File: src/rtl/en_strobe_gen.sv
// Programmable clock-enable generator: one-cycle en strobe every P cycles,
// free-running or as a burst of N strobes, with a valid/ready config port.
module en_strobe_gen #(
  parameter int DATA_WIDTH     = 8,
  parameter int DEFAULT_PERIOD = 1
) (
  input  logic                  clk,
  input  logic                  rst,
  input  logic                  cfg_valid,
  output logic                  cfg_ready,
  input  logic [DATA_WIDTH-1:0] cfg_period,
  input  logic [DATA_WIDTH-1:0] cfg_burst,
  input  logic                  start,
  input  logic                  stop,
  output logic                  en,
  output logic                  busy,
  output logic                  done,
  output logic [DATA_WIDTH-1:0] pulses_left
);

  typedef enum logic {IDLE, RUN} state_t;

  localparam logic [DATA_WIDTH-1:0] ZERO = '0;
  localparam logic [DATA_WIDTH-1:0] ONE  = {{(DATA_WIDTH-1){1'b0}}, 1'b1};
  localparam logic [DATA_WIDTH-1:0] DEF_PERIOD = DATA_WIDTH'(DEFAULT_PERIOD);

  state_t                state_reg, state_next;
  logic [DATA_WIDTH-1:0] period_reg, period_next;
  logic [DATA_WIDTH-1:0] burst_reg, burst_next;
  logic [DATA_WIDTH-1:0] divider_reg, divider_next;
  logic [DATA_WIDTH-1:0] pulses_reg, pulses_next;
  logic                  en_reg, en_next;
  logic                  done_reg, done_next;

  logic                  handshake;
  logic [DATA_WIDTH-1:0] run_period, run_burst, eff_period;
  logic                  div_wrap;

  assign cfg_ready = rst && (state_reg == IDLE);
  assign handshake = cfg_valid && cfg_ready;

  // Config accepted in the start cycle takes effect for that same run.
  assign run_period = handshake ? cfg_period : period_reg;
  assign run_burst  = handshake ? cfg_burst  : burst_reg;
  assign eff_period = (run_period == ZERO) ? ONE : run_period;
  assign div_wrap   = (divider_reg == (eff_period - ONE));

  always_comb begin
    state_next   = state_reg;
    period_next  = run_period;
    burst_next   = run_burst;
    divider_next = divider_reg;
    pulses_next  = pulses_reg;
    en_next      = 1'b0;
    done_next    = 1'b0;
    case (state_reg)
      IDLE: begin
        divider_next = ZERO;
        if (start && !stop) begin
          state_next  = RUN;
          en_next     = 1'b1;
          // The first strobe lands in the cycle right after start, so count it now.
          pulses_next = (run_burst == ZERO) ? ZERO : run_burst - ONE;
        end
      end
      RUN: begin
        if (stop) begin
          state_next   = IDLE;
          divider_next = ZERO;
        end else if (en_reg && (burst_reg != ZERO) && (pulses_reg == ZERO)) begin
          state_next   = IDLE;
          divider_next = ZERO;
          done_next    = 1'b1;
        end else begin
          divider_next = div_wrap ? ZERO : divider_reg + ONE;
          en_next      = div_wrap;
          if (div_wrap && (burst_reg != ZERO)) begin
            pulses_next = pulses_reg - ONE;
          end
        end
      end
      default: state_next = IDLE;
    endcase
  end

  always_ff @(posedge clk) begin
    if (!rst) begin
      state_reg   <= IDLE;
      period_reg  <= DEF_PERIOD;
      burst_reg   <= ZERO;
      divider_reg <= ZERO;
      pulses_reg  <= ZERO;
      en_reg      <= 1'b0;
      done_reg    <= 1'b0;
    end else begin
      state_reg   <= state_next;
      period_reg  <= period_next;
      burst_reg   <= burst_next;
      divider_reg <= divider_next;
      pulses_reg  <= pulses_next;
      en_reg      <= en_next;
      done_reg    <= done_next;
    end
  end

  assign en          = en_reg;
  assign busy        = (state_reg == RUN);
  assign done        = done_reg;
  assign pulses_left = pulses_reg;

endmodule

File: config.mk
export PLATFORM = sky130hd
export DESIGN_NAME = en_strobe_gen
export DESIGN_NICKNAME = d
export VERILOG_FILES = /design/src/rtl/en_strobe_gen.sv
export SDC_FILE = /design/constraint.sdc
export NUM_CORES = 1
export LEC_CHECK = 0
export CAP_MARGIN = 20
export CELL_PAD_IN_SITES_DETAIL_PLACEMENT = 1
export CELL_PAD_IN_SITES_GLOBAL_PLACEMENT = 1
export CORE_MARGIN = 2
export CORE_UTILIZATION = 38
export CTS_CLUSTER_SIZE = 20
export DETAILED_ROUTE_END_ITERATION = 12
export MAX_ROUTING_LAYER = met4
export PLACE_DENSITY_LB_ADDON = 0.2
export REMOVE_ABC_BUFFERS = 1
export SLEW_MARGIN = 15
export SYNTH_ARGS = -nofsm -noshare
export SYNTH_HDL_FRONTEND = slang
export SYNTH_SLANG_ARGS = --single-unit
File: constraint.sdc
create_clock -name clk -period 3.85 [get_ports clk]
set_input_delay 0.77 -clock clk [delete_from_list [all_inputs] [get_ports clk]]
set_output_delay 0.77 -clock clk [all_outputs]
set_load 0.005 [all_outputs]
==> results of run 1 <==
-- final timing paths --
kind / startpoint / slack [ps] / cells past startpoint / endpoint
worst min register to register: divider_reg[0]$_SDFF_PP0_ / 510 / 1 / divider_reg[0]$_SDFF_PP0_
worst min-delay path: divider_reg[0]$_SDFF_PP0_ / 510 / 1 / divider_reg[0]$_SDFF_PP0_
worst max register to register: busy$_SDFF_PN0_ / 1050 / 10 / pulses_left[5]$_SDFFE_PN0P_
worst max-delay path: cfg_valid / 380 / 11 / pulses_left[5]$_SDFFE_PN0P_
-- cell usage after synthesis, types with 2 or more instances --
cell / n / share of area
sky130_fd_sc_hd__clkbuf_1: 5 / 0.0088
sky130_fd_sc_hd__xnor2_1: 17 / 0.070
sky130_fd_sc_hd__a21oi_1: 7 / 0.016
sky130_fd_sc_hd__nor2_1: 32 / 0.056
sky130_fd_sc_hd__or3_1: 7 / 0.021
sky130_fd_sc_hd__a31oi_1: 3 / 0.0088
sky130_fd_sc_hd__nand2_1: 17 / 0.030
sky130_fd_sc_hd__o32ai_2: 2 / 0.015
sky130_fd_sc_hd__a21boi_0: 2 / 0.0071
sky130_fd_sc_hd__o21ai_0: 8 / 0.019
sky130_fd_sc_hd__nor3b_1: 2 / 0.0071
sky130_fd_sc_hd__nor2b_1: 2 / 0.0059
sky130_fd_sc_hd__a32oi_1: 3 / 0.012
sky130_fd_sc_hd__nor4_1: 5 / 0.015
sky130_fd_sc_hd__nand3_1: 7 / 0.016
sky130_fd_sc_hd__buf_6: 2 / 0.011
sky130_fd_sc_hd__inv_1: 8 / 0.014
sky130_fd_sc_hd__and3_1: 3 / 0.0088
sky130_fd_sc_hd__o311ai_2: 2 / 0.015
sky130_fd_sc_hd__xor2_1: 5 / 0.021
sky130_fd_sc_hd__nor4_2: 2 / 0.012
sky130_fd_sc_hd__ha_1: 4 / 0.024
sky130_fd_sc_hd__nand4_1: 7 / 0.021
sky130_fd_sc_hd__nor3_1: 15 / 0.035
sky130_fd_sc_hd__dfxtp_1: 35 / 0.33
sky130_fd_sc_hd__mux2i_1: 16 / 0.075
sky130_fd_sc_hd__a211oi_2: 2 / 0.012
-- critical path: cells and delay by family --
kind / cells / cell delay, ps
fa+ha+maj: 1 / 240
buf+inv: 1 / 530
simple gates: 5 / 1280
xor+xnor: 1 / 170
mux: 1 / 320
compound gates: 2 / 350
-- report_power, final --
part	leakage (nW)	internal (mW)	switching, mW
Combinational	0.637	0.115	0.134
Clock	0.0644	0.258	0.141
Sequential	0.285	0.378	0.0156
-- per-layer routing --
metal	track usage	share of wire	up-vias
li1	-	-	958
met1	0.267	0.51	913
met2	0.321	0.46	29
met3	0.0341	0.026	4
met4	0.0466	0.0061	0
met5	-	0	-
-- kinds of logic (layout without fill, tap and decap cells) --
| group | count (synthesis) | in the layout |
|---|---|---|
| DFF | 35 | 35 |
| buffers and inverters | 18 | 56 |
| and+or+nand+nor | 108 | 108 |
| AOI/OAI and AO/OA | 38 | 38 |
| adders and majority gates | 4 | 4 |
| muxes | 18 | 18 |
| xor gates and xnor gates | 22 | 22 |
-- through the flow --
stage / util / hold WS [ps] / std cells
4_1_cts: 0.486 / 509 / 353
3_3_place_gp: 0.461 / 478 / 345
5_1_grt: 0.486 / 543 / 353
3_5_place_dp: 0.461 / 490 / 345
2_1_floorplan: - / 437 / 233
6_report: 0.486 / 509 / 353
-- area by class of cell --
class                           count  area, um2  share of cell area
Inverter                            8       30.0              0.0113
Clock inverter                      3       67.6              0.0254
Timing Repair Buffer               40        380               0.143
Multi-Input combinational cell    190       1320               0.497
Clock buffer                        5       68.8              0.0259
Sequential cell                    35        701               0.263
Tap cell                           72       90.1              0.0339
==> flow_summary.toml, run 1 <==
[status]
run_status = "finished clean"

[timing]
fin_worst_skew_ps = 6.51
final_critical_path_setup_slack_ps = 379
max_freq_mhz = 288
fin_crit_sh = 0.902
finalMaxSlewViolations = 0
finalWorstPathRequiredPeriod_ps = 3470
tns_ps = 0
timing_worst_slew_pin_value_ps = 761
setup_viol = 0
timing.max_slew.rel_slack = 0.492
hold_viol_final = 0
rsz0062_at_grt = "no"

[global_routing]
first_global_vias = 1970
grt_max_degree = 24
grt_overflow = 0
grt.total_usage = 0.200
initial_antenna_violation_count = 0
wire_length_of_the_first_global_routing_pass_mm = 9.58

[logic_synthesis]
postSynthCellCount = 243
postSynthRegisterBits = 35
yosysWarningCount = 0
yosys.area_share.simple = 0.280
post_synthesis_mean_instance_area_um2 = 8.76
synth_area_um2 = 2130
synth_enable_flop_cells = 0
synth_compound_gate_area_share = 0.139
adder_cell_share_of_the_synthesized_area = 0.0235
ys_async_sr_fraction = 0
seq_area_frac_synth = 0.329
main_combinational_cell_family_by_area_after_synthesis = "simple AND/OR/NAND/NOR gates"
yosys.cell_types.count = 50
yosys-mux-area-fraction = 0.0888
ys.flop_type = "sky130_fd_sc_hd__dfxtp_1"
yosys.area_share.xor_xnor = 0.0905

[clock_network]
cts_tree = "built"
clock_latency_ps = 280
cts-resized-gates = 0
cts.sink_count = 35
cts.clk_slew.worst_paths_ps = 80
clock_tree.buffer_depth = 2
htree_levels = 2
cts-hold-fix-buffers = 0
clock_tree.root_cell = "sky130_fd_sc_hd__clkbuf_8"
number_of_setup_buffers_added_after_cts = 0
tritoncts_buffer_count = 5

[worst_setup_path]
crit_arrival_ps = 3660
setup.worst_path.class = "in -> reg"
crit_chain = "clkdlybuf4s50_1, and3b_1, mux2_4, nor3_2, ha_1, o21ai_1, xnor2_1, nor4_4, nand4_4, and2_4, o311ai_2"
worst-path-max-fanout = 9
critPathSlowestCell = "sky130_fd_sc_hd__clkdlybuf4s50_1"
critPathRequiredTime_ps = 4040
cp_slowest_stage_delay_ps = 530
start_kind = "input pin"
end_kind = "flop"

[power_and_ir_drop]
post-layout-total-power_mw = 1.04
leakagePower_nw = 0.986
power_per_cell_area_nw_per_um2 = 392
irDropWorstVdd_mv = 0.167

[final_layout]
filler_cell_count = 667
layout.cells.most_common_list = "35 x sky130_fd_sc_hd__dfxtp_1, 32 x sky130_fd_sc_hd__nor2_1, 32 x sky130_fd_sc_hd__clkdlybuf4s50_1"
area_growth_from_synthesis_to_final_layout_pct = 25.0
final_nets = 305
final_design_area_no_fill_um2 = 2660
most_common_cell_after_layout_fill_and_taps_aside = "sky130_fd_sc_hd__dfxtp_1"
post_route_cells_drive_above_1_share = 0.121
insertedDiodeCount = 0

[run]
drv.max_cap_violation_count = 0

[route]
finalWirelength_mm = 5.61
drt_iter0_drc = 86
drt.antenna.violating_nets = 0
drt_first_pass_iters = 4
vias_per_cell = 5.39
num_vias = 1904
wl_per_cell_um = 15.9
route.detailed.drc = 0

[hold_path]
hold_path.class = "reg -> reg"

[placed_design]
count_of_input_and_output_buffers = 32
gp_congestion = 0.879
place_hpwl_mm = 4.15
pre_cts_ws_ps = 72.3
placedInstanceArea_um2 = 2520

[floorplanning]
die-area_um2 = 6220
chipWidth_um = 78.8
number_of_rows_created_at_floorplan = 27
top_level_ports = 33
die_h_um = 78.8
design.core.area_um2 = 5470
initial_core_utilization = 0.389
Note: power is estimated with default switching activity, not from simulation.
==> run 2: changes to the inputs <==
--- a/config.mk
+++ b/config.mk
@@ -8,10 +8,11 @@
 export CAP_MARGIN = 20
 export CELL_PAD_IN_SITES_DETAIL_PLACEMENT = 1
 export CELL_PAD_IN_SITES_GLOBAL_PLACEMENT = 1
-export CORE_MARGIN = 2
+export CORE_MARGIN = 3
 export CORE_UTILIZATION = 38
 export CTS_CLUSTER_SIZE = 20
 export DETAILED_ROUTE_END_ITERATION = 12
+export DONT_BUFFER_PORTS = 1
 export MAX_ROUTING_LAYER = met4
 export PLACE_DENSITY_LB_ADDON = 0.2
 export REMOVE_ABC_BUFFERS = 1
==> run 2 against run 1 <==
Critical path depth is the same; sequential share of layout area rose by 4.5 points; final cell count shrank 11%; largest power group is now registers.
==> flow_summary.toml, run 2 (synthesis gave the netlist of run 1 again) <==
[route]
drt_first_pass_iters = 4
drt_iter0_drc = 73
finalWirelength_mm = 5.34
route.detailed.drc = 0
wl_per_cell_um = 17.0
num_vias = 1735
vias_per_cell = 5.51
drt.antenna.violating_nets = 0

[placed_design]
gp_congestion = 0.918
place_hpwl_mm = 4.16
pre_cts_ws_ps = 542
placed_cells_incl_taps = 307
count_of_input_and_output_buffers = 0

[worst_setup_path]
reg2regPathDepth = 11
start_kind = "flop"
worst-path-max-fanout = 15
critPathRequiredTime_ps = 4040
timing.critical_path.max_delay_family = "simple AND/OR/NAND/NOR gates"
worstPathBufferInverterCount = 1
critPathSlowestCell = "sky130_fd_sc_hd__dfxtp_1"
crit_arrival_ps = 3180
crit_chain = "and3b_1, buf_4, nor4_2, nor3_2, ha_1, xor2_1, xnor2_1, nor4_4, nand4_4, and2_4, o311ai_2"
cp_slowest_stage_delay_ps = 450
path_depth = 11
setup.worst_path.class = "reg -> reg"
end_kind = "flop"

[global_routing]
grt_overflow = 0
initial_antenna_violation_count = 0
grt_max_degree = 24
first_global_vias = 1793
wire_length_of_the_first_global_routing_pass_mm = 9.09
grt.total_usage = 0.184

[power_and_ir_drop]
power.clock.fraction = 0.336
share_comb_of_total_power = 0.218
power_per_cell_area_nw_per_um2 = 391
irDropWorstVdd_mv = 0.156
net-switching-power_mw = 0.267
sw_frac_of_total = 0.301
post-layout-total-power_mw = 0.889
share_seq_of_total_power = 0.446
cell_internal_pwr_mw = 0.622
leakagePower_nw = 0.834

[final_layout]
final_nets = 269
final-instance-count-excl-fill = 315
layout.cells.most_common_list = "35 x sky130_fd_sc_hd__dfxtp_1, 32 x sky130_fd_sc_hd__nor2_1, 17 x sky130_fd_sc_hd__nand2_1, 17 x sky130_fd_sc_hd__xnor2_1, 16 x sky130_fd_sc_hd__mux2i_1"
final_core_utilization = 0.431
post_route_cells_drive_above_1_share = 0.118
most_common_cell_after_layout_fill_and_taps_aside = "sky130_fd_sc_hd__dfxtp_1"
area_growth_from_synthesis_to_final_layout_pct = 6.76
insertedDiodeCount = 0

[floorplanning]
design.core.area_um2 = 5270
initial_core_utilization = 0.404
die-area_um2 = 6540
die_h_um = 80.8
number_of_rows_created_at_floorplan = 26
chipWidth_um = 80.8
top_level_ports = 33

[timing]
timing.max_slew.rel_slack = 0.536
final_critical_path_setup_slack_ps = 864
max_freq_mhz = 335
timing_worst_slew_pin_value_ps = 690
fin_worst_skew_ps = 5.59
rsz0062_at_grt = "no"
fin_crit_sh = 0.775
finalMaxSlewViolations = 0
hold_viol_final = 0
tns_ps = 0
setup_viol = 0
finalWorstPathRequiredPeriod_ps = 2990

[clock_network]
clock_tree.buffer_depth = 2
htree_levels = 2
cts.sink_count = 35
cts.clk_slew.worst_paths_ps = 70
number_of_setup_buffers_added_after_cts = 0
cts_tree = "built"
cts-resized-gates = 0
cts-hold-fix-buffers = 0
clock_tree.root_cell = "sky130_fd_sc_hd__clkbuf_8"
tritoncts_buffer_count = 5
clock_latency_ps = 290

[hold_path]
timing.hold.worst_path_depth = 1
hold_path.class = "reg -> reg"

[status]
run_status = "finished clean"

[run]
drv.max_cap_violation_count = 0
[run 2: final cells by class]
cell class / count / area (um2)
Inverter: 8 / 30.0
Timing Repair Buffer: 4 / 30.0
Multi-Input combinational cell: 190 / 1320
Sequential cell: 35 / 701
Clock buffer: 8 / 100
Tap cell: 70 / 87.6
Fill cell: 658 / 3000
[run 2: final timing paths]
check / startpoint / endpoint / slack (ps)
worst max-delay path: busy$_SDFF_PN0_ / pulses_left[6]$_SDFFE_PN0P_ / 860
worst min-delay path: divider_reg[0]$_SDFF_PP0_ / divider_reg[0]$_SDFF_PP0_ / 490
worst max register to register: busy$_SDFF_PN0_ / pulses_left[6]$_SDFFE_PN0P_ / 860
worst min register to register: divider_reg[0]$_SDFF_PP0_ / divider_reg[0]$_SDFF_PP0_ / 490
[run 2: power groups by stage]
stage / Clock (mW) / Sequential (mW) / Combinational [mW]
floorplan: 0 / 0.400 / 0.153
global placement: 0 / 0.404 / 0.194
detailed placement: 0 / 0.404 / 0.195
CTS: 0.309 / 0.396 / 0.196
global route: 0.326 / 0.399 / 0.220
finish: 0.299 / 0.396 / 0.194
[run 2: metal layers]
layer / wire length, um / vias up / GRT usage
met5: 0 / - / -
li1: - / 879 / -
met1: 2690 / 815 / 0.247
met3: 289 / 4 / 0.0532
met2: 2330 / 37 / 0.276
met4: 36 / 0 / 0.0355
[run 2: stage by stage]
stage                     cell area (um2)  hold WS (ps)
after CTS                            2270           501
after floorplan                      2050           437
after global routing                 2270           548
final                                2270           495
after global placement               2170           464
after detailed placement             2170           484
==> run 3: changes to the inputs <==
==> constraint.sdc (replaced) <==
create_clock -name clk -period 3 [get_ports clk]
set_input_delay 0.6 -clock clk [delete_from_list [all_inputs] [get_ports clk]]
set_output_delay 0.6 -clock clk [all_outputs]
set_load 0.005 [all_outputs]
==> run 3 against run 2 <==
Core utilization increased by 1.2 points; sequential cell count stayed put; routed wire length grew 0.92%; critical path type unchanged.
==> flow_summary.toml, run 3 (synthesis gave the netlist of run 1 again) <==
[worst_setup_path]
start_kind = "flop"
critPathRequiredTime_ps = 3190
end_kind = "flop"
critPathSlowestCell = "sky130_fd_sc_hd__nor4_4"
path_depth = 10
reg2regPathDepth = 10
worst-path-max-fanout = 8
setup.worst_path.class = "reg -> reg"
cp_slowest_stage_delay_ps = 360
timing.critical_path.max_delay_family = "simple AND/OR/NAND/NOR gates"
crit_arrival_ps = 2970
crit_chain = "and3b_1, mux2_4, nor3_2, ha_1, o21ai_1, xnor2_1, nor4_4, nand4_4, and2_4, o311ai_2"
worstPathBufferInverterCount = 0

[placed_design]
gp_congestion = 0.794
count_of_input_and_output_buffers = 0
place_hpwl_mm = 4.23

[power_and_ir_drop]
power.clock.fraction = 0.303
sw_frac_of_total = 0.315
net-switching-power_mw = 0.351
power_per_cell_area_nw_per_um2 = 477
cell_internal_pwr_mw = 0.764
leakagePower_nw = 0.872
share_seq_of_total_power = 0.455
irDropWorstVdd_mv = 0.278
share_comb_of_total_power = 0.242

[final_layout]
area_growth_from_synthesis_to_final_layout_pct = 9.82
multiInputGateArea_um2 = 1320
post_route_cells_drive_above_1_share = 0.150
final_nets = 278
most_common_cell_after_layout_fill_and_taps_aside = "sky130_fd_sc_hd__dfxtp_1"
final-seq-area_um2 = 701
insertedDiodeCount = 0
layout.cells.most_common_list = "35 x sky130_fd_sc_hd__dfxtp_1, 32 x sky130_fd_sc_hd__nor2_1, 17 x sky130_fd_sc_hd__nand2_1, 17 x sky130_fd_sc_hd__xnor2_1, 16 x sky130_fd_sc_hd__mux2i_1"
filler_cell_count = 648

[global_routing]
first_global_vias = 1807
wire_length_of_the_first_global_routing_pass_mm = 8.93
grt.total_usage = 0.182
initial_antenna_violation_count = 0
grt_max_degree = 24
grt_overflow = 0

[timing]
finalMaxSlewViolations = 0
timing_worst_slew_pin_value_ps = 656
tns_ps = 0
hold_viol_final = 0
fin_worst_skew_ps = 6.64
max_freq_mhz = 361
timing.max_slew.rel_slack = 0.559
rsz0062_at_grt = "no"
fin_crit_sh = 0.924
finalWorstPathRequiredPeriod_ps = 2770
final.hold.worst_slack_ps = 391
setup_viol = 0

[clock_network]
clock_latency_ps = 290
cts-resized-gates = 0
tritoncts_buffer_count = 5
clock_tree.root_cell = "sky130_fd_sc_hd__clkbuf_8"
cts_tree = "built"
number_of_setup_buffers_added_after_cts = 0
clock_tree.buffer_depth = 2
htree_levels = 2
cts.sink_count = 35
cts-hold-fix-buffers = 0
cts.clk_slew.worst_paths_ps = 70

[route]
finalWirelength_mm = 5.39
route.detailed.drc = 0
drt_first_pass_iters = 4
vias_per_cell = 5.51
drt_iter0_drc = 47
wl_per_cell_um = 16.6
num_vias = 1786
drt.antenna.violating_nets = 0

[floorplanning]
design.core.area_um2 = 5270
top_level_ports = 33
chipWidth_um = 80.8
initial_core_utilization = 0.404
number_of_rows_created_at_floorplan = 26
die_h_um = 80.8
die-area_um2 = 6540

[status]
run_status = "finished clean"

[hold_path]
timing.hold.worst_path_depth = 1
hold_path.class = "in -> reg"

[run]
drv.max_cap_violation_count = 0
==> run 3: cell types whose count changed in the layout (fill, tap and decap cells not counted), sizes merged <==
cell	change
clkinv	+1
clkinvlp	+1
buf	+9
clkbuf	-2
==> run 3: worst reg2reg max path, cell delays in order (launching register included) <==
cell and delay, ps:
sky130_fd_sc_hd__dfxtp_1 320, sky130_fd_sc_hd__and3b_1 300, sky130_fd_sc_hd__mux2_4 340, sky130_fd_sc_hd__nor3_2 220, sky130_fd_sc_hd__ha_1 230, sky130_fd_sc_hd__o21ai_1 110
sky130_fd_sc_hd__xnor2_1 180, sky130_fd_sc_hd__nor4_4 360, sky130_fd_sc_hd__nand4_4 180, sky130_fd_sc_hd__and2_4 220, sky130_fd_sc_hd__o311ai_2 250
==> run 3: layer usage <==
metal / vias to the layer above / global-route usage / wire length [um]
li1: 901 / - / -
met1: 853 / 0.245 / 2760
met2: 28 / 0.266 / 2350
met3: 4 / 0.0477 / 238
met4: 0 / 0.0557 / 43
met5: - / - / 0
==> run 3: final timing paths <==
check / startpoint / endpoint / slack (ps)
max: busy$_SDFF_PN0_ / pulses_left[5]$_SDFFE_PN0P_ / 230
min: stop / done$_SDFF_PP0_ / 390
max reg2reg: busy$_SDFF_PN0_ / pulses_left[5]$_SDFFE_PN0P_ / 230
min reg2reg: divider_reg[0]$_SDFF_PP0_ / divider_reg[0]$_SDFF_PP0_ / 490
==> run 3: power groups by stage <==
stage | registers, mW | clock network, mW | logic, mW
2_1_floorplan | 0.514 | 0 | 0.197
3_3_place_gp | 0.519 | 0 | 0.268
3_5_place_dp | 0.518 | 0 | 0.269
4_1_cts | 0.508 | 0.351 | 0.270
5_1_grt | 0.511 | 0.375 | 0.297
6_report | 0.508 | 0.337 | 0.270
==> run 3: through the flow <==
step	instances	instance area [um2]	worst slack [ps]	power [mW]	util
5_1_grt	324	2340	78.8	1.18	0.443
4_1_cts	324	2340	197	1.13	0.443
3_5_place_dp	316	2250	6.96	0.788	0.427
2_1_floorplan	233	2050	-198	0.710	-
3_3_place_gp	316	2250	85.9	0.787	0.427
6_report	324	2340	229	1.11	0.443
==> run 3: final cells by class <==
type                            instances  area share
Sequential cell                        35       0.300
Inverter                                8      0.0128
Timing Repair Buffer                   13      0.0471
Tap cell                               70      0.0375
Clock buffer                            6      0.0310
Clock inverter                          2     0.00535
Multi-Input combinational cell        190       0.566
==> edit 1: new RTL, config.mk and constraints of run 1 <==
Set the parameter `DATA_WIDTH` to 7 (it was 8).
--- a/src/rtl/en_strobe_gen.sv
+++ b/src/rtl/en_strobe_gen.sv
@@ -1,7 +1,7 @@
 // Programmable clock-enable generator: one-cycle en strobe every P cycles,
 // free-running or as a burst of N strobes, with a valid/ready config port.
 module en_strobe_gen #(
-  parameter int DATA_WIDTH     = 8,
+  parameter int DATA_WIDTH     = 7,
   parameter int DEFAULT_PERIOD = 1
 ) (
   input  logic                  clk,
Interface: changed (resized cfg_burst, cfg_period and pulses_left); port bits go from 33 to 30. No check against the original RTL was run, so the function may have changed too.
==> edit 1 against run 1 <==
  * Combinational power fell by 9.6%
  * Setup slack got worse by 200 ps
  * Sequential cell count fell by 4
  * Area after synthesis fell by 11%
  * Non-clock buffer count rose by 2
  * Final area fell by 8.4%
  * Worst hold slack got worse by 5.8 ps
  * Power fell by 13%
  * Routed wire length fell by 7.4%
  * Clock power fell by 17%
  * Via count fell by 4.9%
  * Cell count fell by 4.0%
  * Critical endpoint is now pulses_left[3]
==> edit 1: results <==
set metrics [dict create \
    track_usage_pct 20.6 \
    port_buffers 29 \
    synth_cells 231 \
    synthTopCellsByArea "dfxtp_1 (33%), mux2i_1 (7.4%), nor2_1 (5.2%), nand2_1 (4.8%), nor2b_1 (4.6%)" \
    grt_pass1_wl_mm 8.49 \
    ir_worst_vdd_mv 0.184 \
    nets 294 \
    yosysSeqAreaShare_pct 32.8 \
    slowest_delay_ps 420 \
    critPathMaxFanout 10 \
    use_met1_pct 29.1 \
    gp_congestion 0.847 \
    drtIter0Drc 63 \
    grt_util_met2_pct 30.5 \
    viasPerCell 5.34 \
    crit_start "cfg_period[5]" \
    synth_cell_types 47 \
    p_leak_nw 0.946 \
    r2r-start "period_reg[3]" \
    vias 1810 \
    grt_use_met3_pct 3.25 \
    fin_skew_ps 5.47 \
    wl_mm 5.19 \
    outcome "complete, no violations" \
    worst_pin_slew_ps 603 \
]
[edit 1: cell types whose count changed after synthesis, moves of 4 or more]
cell / change
nor2b_1: +12
xnor2_1: -9
nand2_1: +7
nand4_1: -6
nor2_1: -6
or3_1: -6
dfxtp_1: -4
or4_1: +4
[edit 1: cells by family after synthesis]
logic type	count (synthesis)	synth area share [%]
simple gates	110	29.3
xor+xnor	15	6.95
flops	31	32.8
fa+ha+maj	4	2.65
mux	15	8.01
buf+inv	16	3.57
compound gates	40	16.7
[edit 1: path summary, 6_finish.rpt]
path / end / slack (ps) / cells after the start
worst max-delay path: pulses_left[3] / 180 / 12
worst min-delay path: divider_reg[0] / 500 / 1
worst max register to register: pulses_left[3] / 980 / 11
worst min register to register: divider_reg[0] / 500 / 1
[edit 1: area by class of cell]
class                   count  area (µm²)
repair buffers             42         388
clock buffers               6        82.6
inverters                   7        26.3
flip-flops and latches     31         621
fillers                   590        2320
multi-input cells         184        1200
well taps                  67        83.8
clock inverters             2        35.0
[edit 1: stage by stage]
step,setup slack [ps],power [W],utilization (%)
floorplan,390,0.000484,-
global placement,-65.8,0.000577,48.8
detailed placement,-112,0.000581,48.8
CTS,172,0.000913,51.3
global route,46.9,0.000953,51.3
finish,178,0.000908,51.3
[edit 1: power groups by stage]
stage / Sequential, W / Combinational, W / Clock [W]
2_1_floorplan: 0.000354 / 0.000129 / 0
3_3_place_gp: 0.000356 / 0.000221 / 0
3_5_place_dp: 0.000357 / 0.000224 / 0
4_1_cts: 0.000350 / 0.000227 / 0.000337
5_1_grt: 0.000352 / 0.000248 / 0.000352
6_report: 0.000350 / 0.000226 / 0.000332
[edit 1: metal layers]
layer / part of all wire [%] / vias up
met5: 0 / -
met4: 1.0 / 0
met3: 4.0 / 6
met2: 44 / 31
met1: 51 / 865
li1: - / 908
[edit 1: critical path, delay by kind of cell]
kind / cells / cell delay [ps]
buffers and inverters: 3 / 690
adder cells (fa/ha/maj): 1 / 230
AO/OA/AOI/OAI: 5 / 970
AND/OR/NAND/NOR: 3 / 1190
==> edit 2: new RTL, flow settings as in run 1 <==
Without the edit above. Reset style: asynchronous (`rst`), changed in one clocked block.
--- a/src/rtl/en_strobe_gen.sv
+++ b/src/rtl/en_strobe_gen.sv
@@ -83,7 +83,7 @@
     endcase
   end
 
-  always_ff @(posedge clk) begin
+  always_ff @(posedge clk or negedge rst) begin
     if (!rst) begin
       state_reg   <= IDLE;
       period_reg  <= DEF_PERIOD;
Function: differs if rst is asserted again (counterexample within 4 cycles, from zero or initial values and one cycle with rst low); with rst held inactive, the same outputs for 10 cycles.
==> edit 2 against run 1 <==
  * Critical endpoint is now pulses_left[5]
  * Routed wire length up 6.3%
  * Maximum frequency up 2.7%
  * Final area up 3.4%
  * Critical path depth unchanged
  * Die area up 4.9%
  * Sequential cell count unchanged
  * Area after synthesis up 5.1%
  * Largest cell class unchanged
  * Critical path type unchanged
  * Setup slack better by 93 ps
Power is not compared: it rests on default switching activity, and its combinational part moved more than twofold at a synthesized area within 25%.
==> edit 2: results <==
set metrics [dict create \
    outcome "complete, no violations" \
    synthTopCellsByArea "dfrtp_1 (38%), nand2_1 (6.0%), xnor2_1 (4.7%), nor2_1 (4.4%), mux2i_1 (4.0%)" \
    synth_compound_area_share_pct 11.2 \
    synth_xor_area_share_pct 9.17 \
    setup_viol 0 \
    wire_per_inst_um 17.1 \
    drive_above_1_share_pct 11.6 \
    htree_levels 2 \
    grt_max_degree 24 \
    yosys_warnings 0 \
    diodes 0 \
    slowest_delay_ps 520 \
    critPathMaxFanout 8 \
    hpwl_mm 4.60 \
    p_leak_nw 1.18 \
    fin_skew_ps 10.4 \
    clk_path_buf_depth 2 \
    hold_depth 2 \
    grt_pass1_wl_mm 9.98 \
    cp_top_family "compound AO/OA/AOI/OAI gates" \
    cts-resized-gates 0 \
    viasPerCell 5.48 \
    synth_cell_types 49 \
    holdPathEnd "period_reg[0]" \
    r2r-start "busy" \
    worst_hold_path_type "reg -> reg" \
    postCtsSetupBuffers 0 \
    grt_pass1_vias 2009 \
    worst_pin_slew_ps 486 \
    port_buffers 32 \
    antenna_found_initial 0 \
    synth.area.mux_share_pct 8.05 \
    numCtsBuffers 5 \
    critPathArrivalTime_ps 3610 \
    hold_violations 0 \
    yosysSeqAreaShare_pct 39.2 \
    first_pass_iters 4 \
    netlist_top_cells_count "nand2_1 (36), dfrtp_1 (34), nor2_1 (26), xnor2_1 (12)" \
    r2r_cells 9 \
    vias 1911 \
    r2r_slack_ps 620 \
    ys_async_sr_fraction_pct 100 \
    synth_cells 237 \
    crit_path_top_delay_cell "clkdlybuf4s50_1" \
    gp_congestion 0.888 \
    track_usage_pct 20.8 \
    worst_skew_pair.late_latency_ps 290 \
    min_from "period_reg[0]" \
    synth_fa_ha_area_share_pct 2.24 \
    nets 302 \
    root_buffer "clkbuf_8" \
    ir_worst_vdd_mv 0.254 \
    yosys_most_used_dff "dfrtp_1" \
    drtIter0Drc 69 \
    clk_pin_slew_ps 80 \
    place_inst 342 \
    reg2reg_to "pulses_left[5]" \
]
edit 2: cells by family after synthesis:
family                     after synthesis
muxes                                   17
DFF                                     35
adders and majority gates                4
and+or+nand+nor                        111
AOI/OAI and AO/OA                       33
buffers and inverters                   16
xor gates and xnor gates                21
edit 2: area by class of cell:
cell class                      count  area, µm²
Tap cell                           72       90.1
Clock inverter                      1       5.00
Sequential cell                    35        877
Fill cell                         679       2860
Inverter                           11       41.3
Timing Repair Buffer               38        360
Clock buffer                        6       82.6
Multi-Input combinational cell    186       1290
edit 2: worst min-delay path: stages (launching register included):
cell     delay, ps
dfstp_2        380
nand2_1         60
nand2_1         50
edit 2: metal layers:
layer	GRT usage (%)	vias up	share of wire [%]
li1	-	930	-
met1	28.4	939	50
met2	32.5	37	45
met3	3.67	5	4.2
met4	4.92	0	0.89
met5	-	-	0
edit 2: metrics by stage:
step,setup slack (ps),instance area [µm²],hold slack (ps)
after floorplan,667,2210,453
after global placement,220,2660,468
after global routing,226,2750,513
after CTS,444,2750,491
final,472,2750,485
after detailed placement,131,2660,482
edit 2: worst max path at each step:
stage | from | end | slack [ps] | cells after the start
after floorplan | cfg_valid | pulses_left[4] | 670 | 11
after global placement | cfg_valid | pulses_left[4] | 220 | 10
after detailed placement | cfg_valid | pulses_left[5] | 130 | 10
after CTS | cfg_valid | pulses_left[5] | 440 | 10
after global routing | cfg_period[5] | pulses_left[5] | 230 | 11
final | cfg_valid | pulses_left[5] | 470 | 11
edit 2: power by group:
part	internal, W	switching [W]	total (W)
registers	0.000449	0.000112	0.000561
logic	0.000277	0.000243	0.000520
clock network	0.000140	0.000134	0.000275
total	0.000866	0.000489	0.00136
